**src/rtl/imem_loader_pkg.sv**
```systemverilog
// Shared types and sizing for the boot-time instruction memory loader.
package imem_loader_pkg;
  localparam int IMEM_ADDR_W = 11;
  localparam int IMEM_DEPTH  = 2048;
  localparam int HDR_BYTES   = 2;
  localparam int CNT_W       = 8 * HDR_BYTES;

  typedef enum logic [2:0] {
    IDLE,
    LEN_LO,
    LEN_HI,
    DATA,
    WRITE,
    DONE,
    ERR
  } state_e;
endpackage

```
**src/rtl/imem_word_packer.sv**
```systemverilog
// Packs four bytes little-endian into a 32-bit word; o_word already contains
// the byte being pushed so the consumer can capture it in the same cycle.
module imem_word_packer (
  input  logic        i_clk,
  input  logic        i_rst,
  input  logic        i_clear,
  input  logic        i_push,
  input  logic [7:0]  i_byte,
  output logic [31:0] o_word,
  output logic        o_full
);
  logic [1:0]  cnt_q, cnt_d;
  logic [31:0] word_q, word_d;

  always_comb begin
    cnt_d  = cnt_q;
    word_d = word_q;
    if (i_clear) begin
      cnt_d  = '0;
      word_d = '0;
    end else if (i_push) begin
      word_d[{cnt_q, 3'b000} +: 8] = i_byte;
      cnt_d = cnt_q + 2'd1;
    end
  end

  assign o_word = word_d;
  assign o_full = i_push && !i_clear && (cnt_q == 2'd3);

  always_ff @(posedge i_clk) begin
    if (!i_rst) begin
      cnt_q  <= '0;
      word_q <= '0;
    end else begin
      cnt_q  <= cnt_d;
      word_q <= word_d;
    end
  end
endmodule

```
**src/rtl/imem_loader.sv**
```systemverilog
// Boot loader: parses a 16-bit word-count header, packs bytes into words and
// writes them to imem, keeping the CPU in reset until the image is complete.
module imem_loader
  import imem_loader_pkg::*;
#(
  parameter int ADDR_W = IMEM_ADDR_W
) (
  input  logic              i_clk,
  input  logic              i_rst,
  input  logic              i_start,
  input  logic              i_byte_valid,
  input  logic [7:0]        i_byte,
  output logic              o_byte_ready,
  output logic              o_we,
  output logic [ADDR_W-1:0] o_waddr,
  output logic [31:0]       o_wdata,
  output logic              o_busy,
  output logic              o_done,
  output logic              o_err,
  output logic              o_cpu_rst_n
);
  localparam logic [CNT_W:0] MAX_CNT = (CNT_W+1)'(1) << ADDR_W;

  state_e            state_q, state_d;
  logic [CNT_W-1:0]  hdr_q, hdr_d;
  logic [ADDR_W-1:0] idx_q, idx_d;
  logic              we_q, we_d;
  logic [ADDR_W-1:0] waddr_q, waddr_d;
  logic [31:0]       wdata_q, wdata_d;

  logic              xfer, pk_push, pk_clear, pk_full;
  logic [31:0]       pk_word;
  logic [CNT_W:0]    cnt_ext, idx_nxt;

  assign o_byte_ready = (state_q == LEN_LO) || (state_q == LEN_HI) || (state_q == DATA);
  assign o_busy       = o_byte_ready || (state_q == WRITE);
  assign o_done       = (state_q == DONE);
  assign o_err        = (state_q == ERR);
  assign o_cpu_rst_n  = (state_q == DONE);
  assign o_we         = we_q;
  assign o_waddr      = waddr_q;
  assign o_wdata      = wdata_q;

  assign xfer    = i_byte_valid && o_byte_ready;
  assign pk_push = xfer && (state_q == DATA);

  imem_word_packer u_packer (
    .i_clk   (i_clk),
    .i_rst   (i_rst),
    .i_clear (pk_clear),
    .i_push  (pk_push),
    .i_byte  (i_byte),
    .o_word  (pk_word),
    .o_full  (pk_full)
  );

  always_comb begin
    state_d  = state_q;
    hdr_d    = hdr_q;
    idx_d    = idx_q;
    we_d     = 1'b0;
    waddr_d  = waddr_q;
    wdata_d  = wdata_q;
    pk_clear = 1'b0;
    cnt_ext  = {1'b0, i_byte, hdr_q[7:0]};
    idx_nxt  = {{(CNT_W+1-ADDR_W){1'b0}}, idx_q} + (CNT_W+1)'(1);
    case (state_q)
      IDLE, DONE, ERR: begin
        if (i_start) begin
          state_d  = LEN_LO;
          idx_d    = '0;
          pk_clear = 1'b1;
        end
      end
      LEN_LO: begin
        if (xfer) begin
          hdr_d[7:0] = i_byte;
          state_d    = LEN_HI;
        end
      end
      LEN_HI: begin
        if (xfer) begin
          hdr_d[15:8] = i_byte;
          if (cnt_ext == '0)         state_d = DONE;
          else if (cnt_ext > MAX_CNT) state_d = ERR;
          else                        state_d = DATA;
        end
      end
      DATA: begin
        if (pk_full) begin
          we_d    = 1'b1;
          waddr_d = idx_q;
          wdata_d = pk_word;
          state_d = WRITE;
        end
      end
      WRITE: begin
        // Index stops on the final word so a full-depth image never wraps.
        if (idx_nxt == {1'b0, hdr_q}) begin
          state_d = DONE;
        end else begin
          idx_d   = idx_nxt[ADDR_W-1:0];
          state_d = DATA;
        end
      end
      default: state_d = IDLE;
    endcase
  end

  always_ff @(posedge i_clk) begin
    if (!i_rst) begin
      state_q <= IDLE;
      hdr_q   <= '0;
      idx_q   <= '0;
      we_q    <= 1'b0;
      waddr_q <= '0;
      wdata_q <= '0;
    end else begin
      state_q <= state_d;
      hdr_q   <= hdr_d;
      idx_q   <= idx_d;
      we_q    <= we_d;
      waddr_q <= waddr_d;
      wdata_q <= wdata_d;
    end
  end
endmodule
```
**config.mk**
```make
export PLATFORM = sky130hd
export DESIGN_NAME = imem_loader
export DESIGN_NICKNAME = d
export VERILOG_FILES = /design/src/rtl/imem_loader_pkg.sv /design/src/rtl/imem_word_packer.sv /design/src/rtl/imem_loader.sv
export SDC_FILE = /design/constraint.sdc
export NUM_CORES = 1
export LEC_CHECK = 0
export ABC_AREA = 1
export BUFFER_PORTS_ARGS = -buffer_cell sky130_fd_sc_hd__buf_2
export CORE_ASPECT_RATIO = 0.75
export CORE_MARGIN = 4
export CORE_UTILIZATION = 36
export DETAILED_ROUTE_END_ITERATION = 6
export MAX_ROUTING_LAYER = met4
export SETUP_SLACK_MARGIN = 0.05
export SYNTH_ARGS = -nofsm -noshare
export SYNTH_HDL_FRONTEND = slang
export SYNTH_SLANG_ARGS = --single-unit
```
**constraint.sdc**
```tcl
create_clock -name i_clk -period 5.4 [get_ports i_clk]
set_clock_uncertainty 0.1 [all_clocks]
set_input_delay 0.54 -clock i_clk [delete_from_list [all_inputs] [get_ports i_clk]]
set_output_delay 0.54 -clock i_clk [all_outputs]
set_load 0.05 [all_outputs]
```
; Word level (Yosys, flattened, before mapping)
; Index checks and enable logic that the tools add are counted.
[op_classes]
addsub = 3
mul = 0
div_mod_pow = 0
n_lt_le_gt_ge = 1
eq_ne = 13
shifts = 2
muxes = 17
n_bitwise = 1
n_reduce_logical = 19
[ops]
columns = operator, count
row1 = two-way mux 32 bit, 2
row2 = bitwise mux 32 bit, 1
row3 = "variable shift 8 x 7 -> 32 bit, first input constant", 1
row4 = indexed part select 8 x 7 -> 32 bit, 1
row5 = two-way mux 11 bit, 2
row6 = case mux 11 bit (2 select lines), 1
row7 = two-way mux 3 bit, 7
row8 = == test 12 x 16 -> 1 bit, 1
row9 = "> comparator 16 x 12 -> 1 bit, second input constant", 1
row10 = zero test 16 bit, 1
row11 = case mux 3 bit (5 select lines), 1
row12 = "adder 11 x 1 -> 12 bit, second input constant", 1
row13 = "!= test 2 bit, second input constant", 5
row14 = "== test 3 bit, second input constant", 3
row15 = AND reduction 2 bit, 4
row16 = negator 5 -> 7 bit, 1
row17 = "== test 3 x 2 -> 1 bit, second input constant", 2
row18 = logical AND 1 bit, 4
row19 = AND reduction 4 bit, 1
row20 = "== test 3 x 1 -> 1 bit, second input constant", 1
row21 = zero test 3 bit, 1
row22 = logical OR 1 bit, 3
row23 = two-way mux 1 bit, 3
row24 = AND reduction 3 bit, 1
row25 = other kinds (7), 7
[word_totals]
ff_bits = 108
latch_bits = 0
ramBits = 0
rom_bits = 0
in_bits = 12
wordCells = 65
n_memories = 0

; Logic depth before layout (Yosys ltp)
; Gate-level depths: netlist of run 1.
[depth]
word_depth = 9
depth_mapped = 16
depth_no_buf = 15

; Cells and area by module
; From an unflattened synthesis of run 1, not the netlist that was laid out.
[unflattened]
cells_unflattened = 750
hier_area_um2 = 5114.9
[by_module_without_submodules]
columns = module, instances, cells_per_inst, area_each_um2
row1 = imem_loader, 1, 505, 3437.0
row2 = imem_word_packer, 1, 245, 1677.9

; Least setup slack after synthesis of run 1
; Ideal clock, no wire load.
[synth_timing]
kind = register to output
startpoint = reg state_q[0]
endpoint = out o_done
arrival_ns = 1.579
setup_slack_ns = 3.181
path_stages_with_launch = 6
path_buffers = 1
path_cell_list = dfxtp_1 -> inv_1 -> nor2_1 -> inv_1 -> nor2_1 -> buf_4
[synth_between]
elab_chain_cells = 1
[synth_lines]
columns = element, line
row1 = from (decl), imem_loader.sv:24  ; state_e state_q, state_d;
row2 = from (signal assigned), imem_loader.sv:119  ; state_q <= state_d;
row3 = == test 3 bit, -
row4 = to (decl), imem_loader.sv:18  ; output logic o_done,
; No other way between the ends.

; Worst setup path in the final report of run 1
[layout_timing]
startpoint = reg state_q[1]
endpoint = reg state_q[1]
[layout_between]
elab_chain_cells = 9
word_cells_on_any_way = 22
[layout_lines]
columns = element
row1 = "parallel branches: the longest is 9 deep, another holds AND reduction 4 bit"
; Parallel ways; which one is timed is not known.
; A chain may end at the register's enable or synchronous reset.

==> results.md, run 1 <==
- Reg area: 2000 um^2
- Worst skew pair latency: approximately 0.35 ns
- Remaining global-route overflow: 0
- Die ar.: around 14000 um^2
- Status: finished clean
- Max_cap viols: 0
- Largest net degree at the start of global routing: between 70 and 80
- Synth cell types: 32
- Initial Util: 0.368
- Max Slew Vio Count: 0
- Antenna cells: 0
- Slew @ Worst Pin: 1.12 ns
- Routed vias/inst: between 5 and 6
- Placed instance area: just under 5000 um^2
- Worst reg2reg path endpoint: state_q[1]
- Met1 Wirelength: about 6.2 mm
- Worst-path clk slew: 0.07 ns
- Hold Path Sink: u_packer.word_q[17]
- Worst setup SP type: register
- Critical Path End Type: register
- Antenna Nets Post-Route: 0
- Number of DRC markers in iteration 0: 350
- Post-Syn Instances: between 600 and 700
- Synth Warn #: 0
- Reg2reg start: state_q[1]
- Fin nets: 689
- R2R setup slack: roughly 2.6 ns
- Tot GR Track Use: 0.177
- Final hold violation count: 0
- Finish-stage setup viols: 0
- Metal3 WL: 937 um
- Post-CTS resize count: 0
- Synth Cell Area: 4530 um^2
- Detailed-route via count: ~4300
- Row Count: 35
- Max IR drop VDD: 0.000244 V
- WP data required: between 5 and 6 ns
- Synth top area share: 0.442
- Hold slack: between 0.3 and 0.4 ns
- DRC Markers: 0
- Top sig layer: met4
- Final setup margin: 2.57 ns
- DP HPWL: just under 9 mm
- Clk sinks: 100
- Core Area: around 12000 um^2
- H-tree depth: 3
- Share of layout cells above drive strength 1: 0.144
- Hold_sp: u_packer.word_q[17]
- GP Congestion: slightly above 0.9
- PwrDens: 347 nW/um^2
- Postcts setup bufs: 0
- Top cell type by total area after synthesis: dfxtp_1
- Critical Path Fanout Max: 76
- First-pass GRT wire length: 19.9 mm
- Final period util: 0.524
- Hold Buf Count CTS: 0
- Finished layout cell area: slightly above 5000 um^2
- WL final: 12.2 mm
- Multi-input gate area: around 2100 um^2
- Register area share after synthesis: 0.442
- Worst reg2reg path depth: 11
- Worst hold path depth: 2
- Area Growth Syn to Fin: 14.4%
- Die Y: 105 um
- Clock buffer depth: 2
- Min-Delay Path Class: reg2reg
- Fmax: 354 MHz
- Root Driver: clkbuf_16
- Synth area leaders: dfxtp_1 44%, nand2_1 8.9%, a21oi_1 7.2%, nor2_1 6.3%, inv_1 6.0%
- #FFs+latches synth: 100
- Num CTS Buffers: 9
- I/O pins: 61
- Vias in the first global route: ~4000
- WL met2: ~4.9 mm
- CTS tree: done
- Fillers: about 1300
- Crit path DAT: approximately 2.9 ns
- Initial antenna violation count: 0
- Relative slew slack: 0.255
- CP Class: reg2reg
- Syn Nets: between 600 and 700
- I/O Buffers: 60
- Die W: roughly 140 um
- Leak: about 2.2 nW
- Setup TNS: 0 ns
- DR WL/cell: 14.5 um
- Pre-CTS WS: 2.48 ns
- Drt pass-1 iters: 6
- Mapped Avg Cell Area: between 7 and 8 um^2
- RSZ-0062 raised after global routing: false
- Fin crit period: 2.83 ns
## worst max path at each step
stage	to	start	depth (start not counted)	slack, ns
2_1_floorplan	o_done	state_q[0]	5	3.18
3_3_place_gp	state_q[1]	i_byte_valid	10	2.65
3_5_place_dp	state_q[1]	i_byte_valid	10	2.48
4_1_cts	state_q[1]	state_q[1]	11	2.56
5_1_grt	state_q[0]	state_q[1]	11	2.24
6_report	state_q[1]	state_q[1]	11	2.57
## power by group
part,switching (mW),internal (mW)
registers,0.0314,0.773
clock network,0.276,0.336
logic,0.281,0.102
## state kept, by name (all words and copies together), names as in the netlist
signal,flops
o_we,1
o_waddr,11
hdr_q,16
o_wdata,32
u_packer.cnt_q,2
state_q,3
u_packer.word_q,24
idx_q,11
## synth_stat cells (all sizes together)
library cell	instances
xor2	1
o211ai	10
nand2	116
a31oi	2
or2	2
inv	74
ha	6
nor2	83
dfxtp	100
a32oi	5
o21ai	50
mux2i	1
buf	15
nand4	13
o31ai	3
nor3	15
nor4	5
clkinv	1
a211oi	9
a21oi	65
nand3	38
clkbuf	14
## layout make-up
class / count / share of cell area
multi-input cells: 424 / 0.406
flip-flops and latches: 100 / 0.386
repair buffers: 61 / 0.0594
inverters: 75 / 0.0543
clock buffers: 12 / 0.0495
well taps: 166 / 0.0401
clock inverters: 3 / 0.00434
## cells by family (layout without fill, tap and decap cells)
group	count (synthesis)	count (layout)	share of synthesized area
compound gates	144	144	0.176
xor+xnor	1	1	0.00193
fa+ha+maj	6	6	0.0166
buf+inv	104	151	0.0931
flops	100	100	0.442
mux	1	1	0.00221
simple gates	272	272	0.268
## worst max-delay path: stages, from the launching register on
cell,delay [ns]
dfxtp_1,0.40
nand2_1,0.07
nor2_1,0.12
inv_1,0.11
nor2_4,0.17
nand2_2,0.17
inv_2,0.84
nor2_1,0.11
nor3_2,0.32
inv_1,0.10
nand2_1,0.08
a21oi_1,0.07
## metrics by stage
stage / power, mW / instances / util
after floorplan: 1.12 / 628 / -
after global placement: 1.19 / 826 / 0.399
after detailed placement: 1.20 / 826 / 0.399
after CTS: 1.81 / 841 / 0.421
after global routing: 1.90 / 841 / 0.421
final: 1.80 / 841 / 0.421
## metal layers
| metal | vias to the layer above | global-route usage |
|---|---|---|
| met2 | 162 | 0.243 |
| met4 | 0 | 0.0484 |
| li1 | 2161 | - |
| met3 | 17 | 0.0409 |
| met5 | - | - |
| met1 | 1928 | 0.258 |
## layout by cell type (no fill, tap or decap), drive strengths merged
master	synthesis	final
a211oi	9	9
a21oi	65	65
a31oi	2	2
a32oi	5	5
buf	15	61
clkbuf	14	12
clkinv	1	4
dfxtp	100	100
ha	6	6
inv	74	74
mux2i	1	1
nand2	116	116
nand3	38	38
nand4	13	13
nor2	83	83
nor3	15	15
nor4	5	5
o211ai	10	10
o21ai	50	50
o31ai	3	3
or2	2	2
xor2	1	1
(Power assumes the default switching activity.)
==> run 2: changes to the inputs <==
Clock period 5.4 ns to 2.3 ns, I/O delays scaled along.
==> results.md, run 2 (synthesis results as in run 1) <==
- Logic pwr share: 0.207 (-0.006)
- Critical path's top delay family: simple AND/OR/NAND/NOR gates
- CP Class: reg2reg
- Internal power: 3.26 mW (+170%)
- H-tree depth: 3 (unchanged)
- Clk sinks: 100 (unchanged)
- Worst skew pair latency: 0.34 ns (about the same)
- Largest net degree at the start of global routing: 64 (-17%)
- GP Congestion: 0.908 (-1.6%)
- Fin nets: 700 (+1.6%)
- Sw power: 1.43 mW (+140%)
- I/O Buffers: 60 (unchanged)
- Row Count: 35 (unchanged)
- Remaining global-route overflow: 0 (unchanged)
- Min-Delay Path Class: in2reg
- WL met2: 5.17 mm (+6.3%)
- Drt pass-1 iters: 5 (-1)
- Final hold violation count: 0 (unchanged)
- Status: finished clean
- Num CTS Buffers: 9 (unchanged)
- Routed vias/inst: 5.06 (-0.23%)
- Vias in the first global route: 3941 (-0.66%)
- Commonest non-fill, non-tap cells in the layout: 108 x nand2_1, 96 x dfxtp_1, 75 x nor2_1
- Leak: 2.33 nW (+4.0%)
- CP bufs+invs: 1 (-2)
- Max_cap viols: 0 (unchanged)
- Fillers: 1280 (-0.16%)
- WL final: 12.4 mm (+2.0%)
- Critical Path End Type: register
- Met1 Wirelength: 6.43 mm (+3.6%)
- Initial Util: 0.368 (unchanged)
- Commonest non-fill, non-tap cell in the layout: nand2_1
- Antenna cells: 0 (unchanged)
- Core Area: 12300 um^2 (unchanged)
- DP HPWL: 9.31 mm (+4.3%)
- Die W: 138 um (unchanged)
- RSZ-0062 raised after global routing: true
- Setup TNS: 0 ns (unchanged)
- Metal3 WL: 667 um (-29%)
- Slowest stage cell on the critical path: dfxtp_2
- Detailed-route via count: 4314 (+1.1%)
- First-pass GRT wire length: 19.8 mm (-0.35%)
- Slew @ Worst Pin: 0.498 ns (-0.619 ns)
- Initial antenna violation count: 0 (unchanged)
- CTS tree: done
- Max Slew Vio Count: 0 (unchanged)
- Largest register FFs: 32 (unchanged)
- Max IR drop VDD: 0.000447 V (+83%)
- Util after Layout: 0.439 (+0.0173)
- Cell mode on critical path: nand3_1
- Top sig layer: met4
- Root Driver: clkbuf_16
- Relative slew slack: 0.665 (+0.410)
- Antenna Nets Post-Route: 0 (unchanged)
- Finish-stage setup viols: 0 (unchanged)
- Die ar.: 14500 um^2 (unchanged)
- Share of layout cells above drive strength 1: 0.171 (+0.0269)
- DRC Markers: 0 (unchanged)
- Clock share of power: 0.390 (+0.050)
- Sequential Power Share: 0.403 (-0.044)
- Critical Path Fanout Max: 10 (-87%)
- WP data required: 2.43 ns (-3.08 ns)
- Number of DRC markers in iteration 0: 295 (-16%)
- Crit path largest cell delay: 0.37 ns (-0.47 ns)
- Fin crit period: 2.08 ns (-0.748 ns)
- Die Y: 105 um (unchanged)
- Final period util: 0.905 (+0.381)
- Tot GR Track Use: 0.177 (+0.000405)
- Worst setup SP type: register
- DR WL/cell: 14.6 um (+0.68%)
- Fmax: 481 MHz (+36%)
- Crit path DAT: 2.21 ns (-0.73 ns)
- Clock buffer depth: 2 (unchanged)
- CP cell instances: ha_2, nand3_1, nor2_4, nand3_1, nand3_1, nand2_1, nor2_4, nand4_1, buf_4, nand4_1, a21oi_1
- Area Growth Syn to Fin: 19.1%
- Sw Share: 0.306 (-0.0213)
- I/O pins: 61 (unchanged)
- Worst-path clk slew: 0.07 ns (about the same)
- Hold Buf Count CTS: 0 (unchanged)
- PwrDens: 869 nW/um^2 (+150%)
[run 2: layout make-up]
class	instances	area [um^2]	area share
clock buffer	9	225	0.0417
inverter	75	282	0.0522
tap	166	208	0.0385
sequential	100	2010	0.372
timing repair buffer	71	395	0.0732
clock inverter	6	136	0.0253
multi-input combinational	425	2140	0.397
[run 2: path summary, 6_finish.rpt]
path / to / cells after the start / slack, ns / start
max: idx_q[2] / 11 / 0.22 / idx_q[1]
min: state_q[2] / 4 / 0.12 / i_start
max reg2reg: idx_q[2] / 11 / 0.22 / idx_q[1]
min reg2reg: o_wdata[17] / 2 / 0.38 / o_wdata[17]
[run 2: tightest hold or removal path: stages]
cell and delay, ns:
buf_2 0.10, nor2_1 0.07, nand2_1 0.06, a21oi_1 0.05
[run 2: routing by layer]
layer / global-route usage / vias up
met2: 0.248 / 120
li1: - / 2179
met1: 0.261 / 2002
met5: - / -
met3: 0.0346 / 13
met4: 0.0442 / 0
[run 2: power groups by stage]
| stage | clock network [mW] | logic (mW) | registers [mW] |
|---|---|---|---|
| 2_1_floorplan | 0 | 0.726 | 1.90 |
| 3_3_place_gp | 0 | 0.905 | 1.93 |
| 3_5_place_dp | 0 | 0.909 | 1.93 |
| 4_1_cts | 1.86 | 0.914 | 1.89 |
| 5_1_grt | 1.93 | 1.07 | 1.90 |
| 6_report | 1.83 | 0.972 | 1.89 |
[run 2: per-stage QoR]
step	area, um^2	power, mW	setup WS (ns)	instances	hold WS [ns]
after global placement	4990	2.83	0.186	836	0.364
final	5400	4.69	0.219	852	0.120
after detailed placement	4990	2.84	0.140	836	0.371
after global routing	5400	4.90	0.0420	852	0.137
after floorplan	4530	2.62	0.170	628	0.279
after CTS	5360	4.67	0.111	851	0.106
[run 2: repair_timing]
action / 4_1_cts / 5_1_grt
buffers inserted: 0 / 0
resized for setup: 0 / 12
setup endpoints to repair: 0 / 23
==> run 3: changes to the inputs <==
--- a/config.mk
+++ b/config.mk
@@ -12,4 +12,6 @@
 export CORE_UTILIZATION = 36
+export CTS_CLUSTER_DIAMETER = 200
 export DETAILED_ROUTE_END_ITERATION = 6
 export MAX_ROUTING_LAYER = met4
+export REMOVE_ABC_BUFFERS = 1
 export SETUP_SLACK_MARGIN = 0.05
==> constraint.sdc (replaced) <==
create_clock -name i_clk -period 2.3 [get_ports i_clk]
set_clock_uncertainty 0.1 [all_clocks]
set_input_delay 0.115 -clock i_clk [delete_from_list [all_inputs] [get_ports i_clk]]
set_output_delay 0.115 -clock i_clk [all_outputs]
set_load 0.05 [all_outputs]
==> results.md, run 3 (synthesis results as in run 1) <==
- Worst skew pair latency: 0.35 ns (about the same)
- DRC Markers: 0 (unchanged)
- Initial Util: 0.368 (unchanged)
- Critical Path End Type: register
- Sw Share: 0.334 (+0.0279)
- Min-Delay Path Class: in2reg
- Worst reg2reg path depth: 7 (-4)
- Remaining global-route overflow: 0 (unchanged)
- Relative slew slack: 0.603 (-0.0625)
- Root Driver: clkbuf_16
- CTS tree: done
- WL final: 12.6 mm (+1.2%)
- WP data required: 2.46 ns (+0.03 ns)
- Die Y: 105 um (unchanged)
- Worst setup SP type: register
- Initial antenna violation count: 0 (unchanged)
- Row Count: 35 (unchanged)
- GP Congestion: 0.928 (+2.3%)
- Worst hold path depth: 3 (-1)
- Worst reg2reg path endpoint: o_wdata[0]
- Largest net degree at the start of global routing: 47 (-27%)
- Final period util: 0.915 (+0.0104)
- Sequential Power Share: 0.422 (+0.019)
- Leak: 2.33 nW (+0.26%)
- Worst-path clk slew: 0.07 ns (about the same)
- Die ar.: 14500 um^2 (unchanged)
- I/O Buffers: 60 (unchanged)
- Antenna cells: 0 (unchanged)
- Max_cap viols: 0 (unchanged)
- Max Slew Vio Count: 0 (unchanged)
- Fillers: 1253 (-2.1%)
- Fmax: 475 MHz (-1.1%)
- Fin crit period: 2.10 ns (+0.0239 ns)
- Internal power: 2.97 mW (-8.8%)
- Hold Path Sink: o_wdata[28]
- Postcts setup bufs: 0 (unchanged)
- Tot GR Track Use: 0.180 (+0.00234)
- H-tree depth: 3 (unchanged)
- CP Class: reg2reg
- Crit path DAT: 2.27 ns (+0.06 ns)
- Die W: 138 um (unchanged)
- RSZ-0062 raised after global routing: true
- Commonest non-fill, non-tap cells in the layout: 106 x nand2_1, 96 x dfxtp_1, 75 x nor2_1
- Area Growth Syn to Fin: 19.4%
- PwrDens: 824 nW/um^2 (-5.1%)
- M2 GR Usage: 0.250 (+0.00244)
- Grt peak-use layer: met1
- Status: finished clean
- Antenna Nets Post-Route: 0 (unchanged)
- Routed vias/inst: 5.04 (-0.56%)
- Clock buffer depth: 2 (unchanged)
- Final hold violation count: 0 (unchanged)
- Logic pwr share: 0.232 (+0.025)
- First-pass GRT wire length: 20.1 mm (+1.5%)
- Sw power: 1.49 mW (+3.7%)
- DP HPWL: 9.21 mm (-1.1%)
- Share of layout cells above drive strength 1: 0.180 (+0.00916)
- Setup TNS: 0 ns (unchanged)
- Total power: 4.46 mW (-4.9%)
- Met1 Use GR: 0.258 (-0.00339)
- Num CTS Buffers: 9 (unchanged)
- Commonest non-fill, non-tap cell in the layout: nand2_1
- Drt pass-1 iters: 7 (+2)
- I/O pins: 61 (unchanged)
- Fin nets: 703 (+0.43%)
- Number of DRC markers in iteration 0: 347 (+18%)
- Clock share of power: 0.346 (-0.044)
- Finish-stage setup viols: 0 (unchanged)
- Slew @ Worst Pin: 0.595 ns (+0.0977 ns)
- Core Area: 12300 um^2 (unchanged)
- Hold_sp: i_byte[4]
- Largest register FFs: 32 (unchanged)
- Clk sinks: 100 (unchanged)
- Vias in the first global route: 4026 (+2.2%)
- DR WL/cell: 14.7 um (+0.74%)
- Detailed-route via count: 4310 (-0.093%)
- M3 GR Usage: 0.0390 (+0.00433)
- R2R setup slack: 0.20 ns (-0.02 ns)
- Critical Path Fanout Max: 8 (-2)
- Max IR drop VDD: 0.000502 V (+12%)
- Reg2reg start: u_packer.cnt_q[0]
## run 3: cell types whose count changed in the layout (fill, tap and decap cells not counted), moves of 2 or more
cell / change
dfxtp_2: -2
clkinv_2: +2
dlygate4sd3_1: +2
bufinv_16: -3
nand2_1: -2
dfxtp_4: +2
## run 3: through the flow
step           setup slack, ns  instance area [um^2]   util  hold slack, ns  cells
6_report                 0.196                  5410  0.440         0.00318    856
5_1_grt                 0.0374                  5410  0.440          0.0128    856
3_3_place_gp             0.169                  5000  0.406           0.342    837
3_5_place_dp            0.0532                  5000  0.406           0.343    837
2_1_floorplan         -0.00806                  4390      -           0.141    599
4_1_cts                 0.0710                  5330  0.433         0.00101    855
## run 3: what timing repair did
action                                  4_1_cts  5_1_grt
gates resized for setup                       2       20
hold buffers                                  2        0
cloned                                        0        1
pin swaps                                     0        1
endpoints found under the setup margin       11       28
hold endpoints to repair                      2        0
## run 3: worst max-delay path, stage by stage, from the launching register on
cell and delay (ns):
dfxtp_2 0.41, inv_1 0.13, ha_1 0.40, nor3_2 0.24
inv_1 0.16, nor3_1 0.26, a21oi_1 0.10, a211oi_1 0.22
## run 3: per-layer routing
metal  share of wire  up-vias
li1                -     2192
met1            0.51     1983
met2            0.42      116
met3           0.048       19
met4           0.019        0
met5               0        -
## run 3: worst max path at each step
stage                       from           to  slack (ns)
6_report       u_packer.cnt_q[0]   o_wdata[0]        0.20
3_3_place_gp   u_packer.cnt_q[0]   o_wdata[0]        0.17
3_5_place_dp   u_packer.cnt_q[0]   o_wdata[0]        0.05
4_1_cts                 idx_q[1]     idx_q[2]        0.07
5_1_grt                 idx_q[1]   state_q[1]        0.04
2_1_floorplan         state_q[0]  o_wdata[17]      -0.008
## run 3: final cells by class
type | instances | area (um^2) | share of cell area
clock buffer | 10 | 239 | 0.0442
clock inverter | 6 | 63.8 | 0.0118
inverter | 75 | 282 | 0.0520
multi-input combinational | 425 | 2180 | 0.403
sequential | 100 | 2010 | 0.372
tap | 166 | 208 | 0.0384
timing repair buffer | 74 | 427 | 0.0789
## run 3: power groups by stage
stage	logic, mW	clock network [mW]	registers [mW]
finish	1.03	1.54	1.88
global placement	0.931	0	1.92
detailed placement	0.947	0	1.92
CTS	0.969	1.58	1.88
floorplan	0.652	0	1.90
global route	1.15	1.65	1.89
